`src/rtl/muldiv_pkg.sv`:
```
// Shared constants for the HI/LO multiply/divide unit: funct codes,
// FSM state encoding and the funct decoder. Macro: MULDIV_SIGNED_EN.
package muldiv_pkg;

    localparam logic [5:0] FN_MULT  = 6'b011000;
    localparam logic [5:0] FN_MULTU = 6'b011001;
    localparam logic [5:0] FN_DIV   = 6'b011010;
    localparam logic [5:0] FN_DIVU  = 6'b011011;
    localparam logic [5:0] FN_MTHI  = 6'b010001;
    localparam logic [5:0] FN_MTLO  = 6'b010011;

    localparam logic [1:0] IDLE = 2'd0;
    localparam logic [1:0] MUL  = 2'd1;
    localparam logic [1:0] DIV  = 2'd2;
    localparam logic [1:0] FIX  = 2'd3;

    // True for the functs that start a multi-cycle operation.
    function automatic logic fn_iter(input logic [5:0] f);
`ifdef MULDIV_SIGNED_EN
        return (f == FN_MULT) || (f == FN_MULTU) ||
               (f == FN_DIV)  || (f == FN_DIVU);
`else
        return (f == FN_MULTU) || (f == FN_DIVU);
`endif
    endfunction

endpackage

```
`src/rtl/muldiv_negate.sv`:
```
// Conditional two's-complement negate.
// Ports: a (value), neg (negate when 1), y (result).
module muldiv_negate #(
    parameter int WIDTH = 32
) (
    input  logic [WIDTH-1:0] a,
    input  logic             neg,
    output logic [WIDTH-1:0] y
);

    assign y = neg ? (~a + WIDTH'(1)) : a;

endmodule

```
`src/rtl/alu_muldiv.sv`:
```
// Iterative MIPS HI/LO multiply/divide unit (shift-add / restoring).
// Ports: clk, rst_n, Start, Funct, Rs, Rt -> Busy, Done, Hi, Lo, DivZero.
// Macro MULDIV_SIGNED_EN enables mult/div and the sign-handling logic.
module alu_muldiv
    import muldiv_pkg::*;
#(
    parameter int WIDTH = 32
) (
    input  logic             clk,
    input  logic             rst_n,
    input  logic             Start,
    input  logic [5:0]       Funct,
    input  logic [WIDTH-1:0] Rs,
    input  logic [WIDTH-1:0] Rt,
    output logic             Busy,
    output logic             Done,
    output logic [WIDTH-1:0] Hi,
    output logic [WIDTH-1:0] Lo,
    output logic             DivZero
);

    localparam int CNT_W = $clog2(WIDTH + 1);
    localparam logic [CNT_W-1:0] LAST = CNT_W'(WIDTH - 1);

    logic [1:0]         state;
    logic [CNT_W-1:0]   cnt;
    // Multiply: {product hi, multiplier/product lo}.
    // Divide:   {remainder, dividend/quotient}.
    logic [2*WIDTH-1:0] acc;
    logic [WIDTH-1:0]   opb;
    logic               is_div;
    logic               dz;

    logic               div_fn;
    logic [WIDTH-1:0]   rs_abs;
    logic [WIDTH-1:0]   rt_abs;
    logic [2*WIDTH-1:0] prod_fix;
    logic [WIDTH-1:0]   rem_fix;
    logic [WIDTH-1:0]   quo_fix;
    logic [WIDTH-1:0]   hi_res;
    logic [WIDTH-1:0]   lo_res;

    logic [WIDTH:0]     msum;
    logic [WIDTH:0]     r_sh;
    logic [WIDTH:0]     diff;

    assign div_fn = (Funct == FN_DIV) || (Funct == FN_DIVU);

`ifdef MULDIV_SIGNED_EN
    logic sgn_fn;
    logic rs_neg;
    logic rt_neg;
    logic neg_p;
    logic neg_r;

    assign sgn_fn = (Funct == FN_MULT) || (Funct == FN_DIV);
    assign rs_neg = sgn_fn & Rs[WIDTH-1];
    assign rt_neg = sgn_fn & Rt[WIDTH-1];

    muldiv_negate #(.WIDTH(WIDTH)) u_abs_rs (
        .a   (Rs),
        .neg (rs_neg),
        .y   (rs_abs)
    );

    muldiv_negate #(.WIDTH(WIDTH)) u_abs_rt (
        .a   (Rt),
        .neg (rt_neg),
        .y   (rt_abs)
    );

    // neg_p: product/quotient sign; neg_r: remainder follows Rs.
    always_ff @(posedge clk or negedge rst_n) begin
        if (!rst_n) begin
            neg_p <= 1'b0;
            neg_r <= 1'b0;
        end else if (Start && state == IDLE && fn_iter(Funct)) begin
            neg_p <= rs_neg ^ rt_neg;
            neg_r <= rs_neg;
        end
    end

    muldiv_negate #(.WIDTH(2*WIDTH)) u_fix_p (
        .a   (acc),
        .neg (neg_p),
        .y   (prod_fix)
    );

    muldiv_negate #(.WIDTH(WIDTH)) u_fix_r (
        .a   (acc[2*WIDTH-1:WIDTH]),
        .neg (neg_r),
        .y   (rem_fix)
    );

    muldiv_negate #(.WIDTH(WIDTH)) u_fix_q (
        .a   (acc[WIDTH-1:0]),
        .neg (neg_p),
        .y   (quo_fix)
    );
`else
    assign rs_abs   = Rs;
    assign rt_abs   = Rt;
    assign prod_fix = acc;
    assign rem_fix  = acc[2*WIDTH-1:WIDTH];
    assign quo_fix  = acc[WIDTH-1:0];
`endif

    assign msum = {1'b0, acc[2*WIDTH-1:WIDTH]}
                + {1'b0, (acc[0] ? opb : '0)};

    assign r_sh = {acc[2*WIDTH-1:WIDTH], acc[WIDTH-1]};
    assign diff = r_sh - {1'b0, opb};

    // A zero divisor leaves the remainder equal to |Rs|, which the
    // remainder sign fix turns back into Rs; only Lo needs forcing.
    assign hi_res = is_div ? rem_fix : prod_fix[2*WIDTH-1:WIDTH];
    assign lo_res = is_div ? (dz ? '1 : quo_fix)
                           : prod_fix[WIDTH-1:0];

    assign Busy = (state != IDLE);

    always_ff @(posedge clk or negedge rst_n) begin
        if (!rst_n) begin
            state   <= IDLE;
            cnt     <= '0;
            acc     <= '0;
            opb     <= '0;
            is_div  <= 1'b0;
            dz      <= 1'b0;
            Done    <= 1'b0;
            Hi      <= '0;
            Lo      <= '0;
            DivZero <= 1'b0;
        end else begin
            Done <= 1'b0;
            unique case (state)
                IDLE: begin
                    if (Start && fn_iter(Funct)) begin
                        cnt     <= '0;
                        DivZero <= 1'b0;
                        is_div  <= div_fn;
                        dz      <= div_fn && (Rt == '0);
                        if (div_fn) begin
                            acc   <= {{WIDTH{1'b0}}, rs_abs};
                            opb   <= rt_abs;
                            state <= DIV;
                        end else begin
                            acc   <= {{WIDTH{1'b0}}, rt_abs};
                            opb   <= rs_abs;
                            state <= MUL;
                        end
                    end else if (Start && Funct == FN_MTHI) begin
                        Hi      <= Rs;
                        Done    <= 1'b1;
                        DivZero <= 1'b0;
                    end else if (Start && Funct == FN_MTLO) begin
                        Lo      <= Rs;
                        Done    <= 1'b1;
                        DivZero <= 1'b0;
                    end
                end
                MUL: begin
                    acc <= {msum, acc[WIDTH-1:1]};
                    cnt <= cnt + CNT_W'(1);
                    if (cnt == LAST) state <= FIX;
                end
                DIV: begin
                    if (!diff[WIDTH])
                        acc <= {diff[WIDTH-1:0], acc[WIDTH-2:0], 1'b1};
                    else
                        acc <= {r_sh[WIDTH-1:0], acc[WIDTH-2:0], 1'b0};
                    cnt <= cnt + CNT_W'(1);
                    if (cnt == LAST) state <= FIX;
                end
                FIX: begin
                    Hi      <= hi_res;
                    Lo      <= lo_res;
                    DivZero <= dz;
                    Done    <= 1'b1;
                    state   <= IDLE;
                end
                default: state <= IDLE;
            endcase
        end
    end

endmodule

```
`config.mk`:
```
export PLATFORM = sky130hd
export DESIGN_NAME = alu_muldiv
export DESIGN_NICKNAME = d
export VERILOG_FILES = /design/src/rtl/muldiv_pkg.sv /design/src/rtl/muldiv_negate.sv /design/src/rtl/alu_muldiv.sv
export SDC_FILE = /design/constraint.sdc
export NUM_CORES = 1
export LEC_CHECK = 0
export CAP_MARGIN = 20
export CORE_ASPECT_RATIO = 0.5
export CORE_MARGIN = 2
export CORE_UTILIZATION = 45
export DETAILED_ROUTE_END_ITERATION = 16
export HOLD_SLACK_MARGIN = 0.12
export PLACE_DENSITY = 0.66
export SLEW_MARGIN = 10
export SYNTH_ARGS = -nofsm -noshare
export SYNTH_HDL_FRONTEND = slang
export SYNTH_HIERARCHICAL = 1
export SYNTH_SLANG_ARGS = --single-unit
```
`constraint.sdc`:
```
create_clock -name clk -period 4.3 [get_ports clk]
set_clock_uncertainty 0.1 [all_clocks]
set_input_delay 0.86 -clock clk [delete_from_list [all_inputs] [get_ports clk]]
set_output_delay 0.86 -clock clk [all_outputs]
set_load 0.01 [all_outputs]
```
### Yosys cells after proc, flatten, opt, wreduce, memory -nomap -nowiden

Index checks and enable logic that the tools add are counted.

| storage, ports and cells | value |
|---|---|
| input port bits | 73 |
| register bits | 172 |
| output and inout port bits | 67 |
| word-level logic and storage cells | 78 |

| cells by class | value |
|---|---|
| multiplexer cells | 29 |
| add/sub/neg operators | 3 |
| eq/ne operators | 16 |
| reduce and logical (&&, ||, !) cells | 20 |

Operators by type and width:

| operator | number |
|---|---|
| 2-to-1 mux 32 bit | 10 |
| one-hot mux 64 bit (3 select lines) | 1 |
| 2-to-1 mux 64 bit | 2 |
| one-hot mux 32 bit (2 select lines) | 2 |
| == test 6 x 5 -> 1 bit, second input constant | 6 |
| adder 32 x 32 -> 33 bit | 1 |
| subtractor 33 x 32 -> 33 bit | 1 |
| zero test 32 bit | 1 |
| one-hot mux 6 bit (2 select lines) | 1 |
| != test 2 bit, second input constant | 5 |
| AND reduction 2 bit | 5 |
| adder 6 x 1 -> 6 bit, second input constant | 1 |
| 2-to-1 mux 1 bit | 6 |
| 2-to-1 mux 2 bit | 3 |
| 2-to-1 mux 6 bit | 1 |
| one-hot mux 2 bit (3 select lines) | 1 |
| nonzero test 2 bit | 3 |
| == test 2 bit, second input constant | 2 |
| logical AND 1 bit | 4 |
| != test 4 bit, second input constant | 1 |
| one-hot mux 1 bit (2 select lines) | 2 |
| AND reduction 4 bit | 1 |
| AND reduction 3 bit | 1 |
| nonzero test 3 bit | 1 |
| 5 further kinds | 6 |

### Logic depth before layout (Yosys ltp)

| logic depth | value |
|---|---|
| word-level depth | 6 |
| gate-level depth with buffers | 15 |
| mapped depth without buffers | 14 |

### Worst setup path after synthesis

No wires, ideal clock.

| timing | value |
|---|---|
| kind | register -> register |
| start point | register acc[0] |
| end point | register acc[56] |
| setup time | 0.126 ns |
| arrival | 3.251 ns |
| setup slack | 0.823 ns |
| clock period less this slack | 3.477 ns |
| stages on the path, launching flop included | 16 |
| data required time | 4.074 ns |
| buffers on the path | 3 |
| cells stage by stage | dfrtp_1 > clkbuf_1 > and2_1 > ha_1 > buf_6 > a21oi_2 > o21ai_1 > or3_1 > a41oi_2 > nor4_1 > or3_1 > buf_2 > a311oi_2 > o31ai_1 > xor2_1 > a221o_1 |

| on the way | value |
|---|---|
| word-level cells in the longest chain between the ends | 3 |

Ends and longest elaborated chain:

| element | RTL line | source |
|---|---|---|
| from (decl) | alu_muldiv.sv:29 | `logic [2*WIDTH-1:0] acc;` |
| from (signal assigned) | alu_muldiv.sv:144 | `acc <= {{WIDTH{1'b0}}, rs_abs};` |
| from (signal assigned) | alu_muldiv.sv:148 | `acc <= {{WIDTH{1'b0}}, rt_abs};` |
| from (signal assigned) | alu_muldiv.sv:163 | `acc <= {msum, acc[WIDTH-1:1]};` |
| 2-to-1 mux 32 bit | alu_muldiv.sv:109 | `+ {1'b0, (acc[0] ? opb : '0)};` |
| adder 32 x 32 -> 33 bit | alu_muldiv.sv:109 |  |
| one-hot mux 64 bit (3 select lines) | alu_muldiv.sv:136 | `unique case (state)` |

Every way passes these cells.
A chain may end at the register's enable or synchronous reset.

### Worst setup path in the final report

| timing | value |
|---|---|
| start point | register acc[32] |
| end point | register acc[61] |

| on the way | value |
|---|---|
| word-level cells in the longest chain between the ends | 3 |
| elaborated cells between the ends (all ways) | 4 |
| classes of those cells | add/sub (2); mux (2) |

Ends and longest elaborated chain:

| element | RTL line | source |
|---|---|---|
| subtractor 33 x 32 -> 33 bit | alu_muldiv.sv:112 | `assign diff = r_sh - {1'b0, opb};` |
| 2-to-1 mux 64 bit | alu_muldiv.sv:168 | `if (!diff[WIDTH])` |
| one-hot mux 64 bit (3 select lines) * | alu_muldiv.sv:136 |  |

Every way passes the cells marked *; elsewhere a longest branch is shown, timed or not.

==> metrics.yaml <==
run_status:
  status: "complete, no violations"
job:
  drv_cap: 0
clock_network:
  cts-root-buf: "clkbuf_16"
  cts_num_sinks: 172
  cts_tree: "done"
  cts_buffers: 17
  cts_hold_buf: 0
  clkTransAtPathRegs_ns: 0.07
  postCtsResizedCells: 0
  htree_levels: 4
  cts_setup_buffers: 0
  insertion_delay_ns: 0.45
  cts.path.max_buffers: 2
floorplan:
  fp.dieH_um: 120.0
  start_util: 0.4585
  core-area_sq_um: 26430
  rows: 42
  io_pins: 140
  die-area_sq_um: 28340
  die_w_um: 236.1
finish:
  fin_nets: 1625
  n_fill_cell: 2440
  final_util: 0.5505
  area_growth_pct: 20.06
  drive_gt1_frac: 0.05559
route:
  drc_errors: 0
  vias: 11480
  drt_wl_total_um: 41120
  wl_per_cell_um: 22.24
  dr.pass1.iters: 7
  vias_per_cell: 6.209
  ant_nets: 0
  drtIter0Drc: 1265
setup_path:
  slowest_delay_ns: 0.60
  crit_buf_inv: 1
  critical_path_class: "reg -> reg"
  cpMostUsedCell: "o21ai_0"
  crit_fanout: 6
  crit_path_end_kind: "flip-flop"
  r2r_cells: 13
  rrSetupSlack_ns: 0.39
  critPathRequiredTime_ns: 4.52
  critPathTopFamily: "compound AO/OA/AOI/OAI gates"
  r2r-start: "acc[32]$_DFFE_PN0P_"
  startpoint_type: "flip-flop"
  cp-startpoint: "acc[32]$_DFFE_PN0P_"
  critPathArrivalTime_ns: 4.13
  path_cells: "ha_1 -> inv_1 -> fa_1 -> nor2b_1 -> o21ai_0 -> a21oi_1 -> o2111ai_1 -> a211oi_1 -> o21ai_1 -> o41ai_1 -> xor2_1 -> a22oi_1 -> o21ai_0"
  reg2reg_to: "acc[61]$_DFFE_PN0P_"
  cpMaxStageDelayCell: "o41ai_1"
synthesis:
  yosys_register_bits: 172
  synthFlopType: "dfrtp_1"
  synth-edff-count: 0
  ys_warn_count: 6
  synth_nets: 1528
  async_flop_share: 1.000
  synth_cell_types: 69
  syn-instance-count: 1383
  seq_area_frac_synth: 0.3552
  syn-cell-area_sq_um: 12120
  avgSynthCellArea_sq_um: 8.763
power_and_ir_drop:
  power_leakage_nw: 6.182
  vdd.ir_drop.worst_v: 0.0005180
  power.density_nw_per_um2: 937.7
worst_hold_path:
  hold_path_class: "in -> async"
global_route:
  grt_antenna_before_repair: 4
  overflow: 0
  grt_pass1_wl_um: 63340
  grt_pass1_vias: 10740
  grt_usage: 0.2916
  grt_max_degree: 84
sta:
  period_share: 0.9103
  fmax_ghz: 0.2555
  worstMarginPinSlew_ns: 1.097
  period_needed_ns: 3.914
  tns_ns: 0
  maxSlewViolCount: 0
  setup_viol: 0
  maxSlewHeadroom: 0.2670
  hold_viol_final: 0
  rsz0062_at_grt: "no"
place:
  place.gp.congestion: 0.9813
  place_hpwl_um: 30740
  io_buffers: 139
==> state kept, by name, indices dropped and copies added, names as in the netlist, 2 cells and up <==
| signal | count |
|---|---|
| state | 2 |
| opb | 32 |
| Lo | 32 |
| Hi | 32 |
| acc | 64 |
| cnt | 6 |
==> cell usage after synthesis, drive strengths merged (9+ instances only) <==
master    n  share of area
a211oi   41          0.025
a21o     31          0.019
a21oi    85          0.035
a221oi   37          0.027
a22oi    24          0.015
a31oi    14         0.0072
and2     68          0.035
and3     13         0.0067
clkbuf   85          0.026
dfrtp   172           0.36
ha       70          0.072
inv      52          0.016
mux2i    90          0.074
nand2   147          0.046
nand3    21         0.0087
nand4    10         0.0052
nor2     60          0.019
o21a      9         0.0056
o21ai   123          0.051
o22ai    32          0.017
o31ai    36          0.022
or3       9         0.0046
xnor2    39          0.029
xor2     16          0.012
==> cell families (layout without fill, tap and decap cells) <==
logic type / after synthesis / after routing / share of synthesized area
AOI/OAI and AO/OA: 484 / 484 / 0.2616
muxes: 92 / 92 / 0.07619
xor gates and xnor gates: 55 / 55 / 0.04099
and+or+nand+nor: 363 / 363 / 0.1437
DFF: 172 / 172 / 0.3552
other: 0 / 4 / 0
adders and majority gates: 72 / 72 / 0.07557
buffers and inverters: 145 / 255 / 0.04677
==> worst register-to-register path: cells and delay by family, from the launching register on <==
kind / cells / cell delay, ns
AO/OA/AOI/OAI: 8 / 2.21
XOR/XNOR: 1 / 0.13
adder cells (fa/ha/maj): 2 / 0.68
buffers and inverters: 1 / 0.06
flip-flops: 1 / 0.47
AND/OR/NAND/NOR: 1 / 0.13
==> worst max-delay path by stage <==
stage                                     end  slack (ns)  cells after the start
after floorplan           acc[56]$_DFFE_PN0P_        0.82                     15
after global placement    acc[55]$_DFFE_PN0P_        0.42                     14
after global routing       acc[0]$_DFFE_PN0P_        0.10                     15
final                     acc[61]$_DFFE_PN0P_        0.39                     13
after detailed placement  acc[55]$_DFFE_PN0P_        0.37                     14
after CTS                 acc[55]$_DFFE_PN0P_        0.33                     14
==> per-stage QoR <==
stage               cell area, sq um  hold slack [ns]  std cells  total power [mW]  setup slack [ns]
detailed placement             13920           0.3691       1813             11.79            0.3746
floorplan                      12120           0.3632       1383             8.876            0.8227
global placement               13920           0.3689       1813             11.61            0.4241
finish                         14550           0.3571       1849             13.64            0.3857
CTS                            14530           0.3853       1845             13.46            0.3305
global route                   14550           0.4226       1848             14.58            0.1015
==> where the power goes <==
part	internal [mW]	switching, mW	total (mW)
sequential	2.32	0.769	3.09
clock	0.878	0.754	1.63
combinational	3.90	5.02	8.92
==> layout by cell type, fill, tap and decap left out, types with 14 or more instances in the layout <==
cell type	Yosys	routed
mux2i_1	90	90
a21o_1	31	31
a211oi_1	41	41
o31ai_1	36	36
o22ai_1	32	32
o21ai_0	120	119
clkdlybuf4s50_1	0	138
xor2_1	15	15
buf_4	3	28
and2_1	68	68
xnor2_1	38	38
clkbuf_16	0	17
nand3_1	21	20
ha_1	70	69
dfrtp_1	172	172
nand2_1	147	147
inv_1	52	52
a31oi_1	14	14
a221oi_1	37	37
a22oi_1	24	23
nor2_1	59	59
a21oi_1	84	84
==> final cells by class <==
cell class	count	area, sq um	area share
multi-input combinational	1066	7325	0.5034
inverter	53	198.9	0.01367
antenna	4	10.01	0.0006879
clock buffer	17	425.4	0.02924
sequential	172	4304	0.2958
clock inverter	15	183.9	0.01264
timing repair buffer	170	1663	0.1143
tap	352	440.4	0.03027
==> layer usage <==
layer,GRT usage,vias up,part of all wire
met4,0.09037,2,0.019
met5,0,-,0.00029
met3,0.07338,43,0.094
met1,0.4372,5644,0.48
met2,0.4071,502,0.41
li1,-,5290,-
Power figures use the tool's default switching activity.
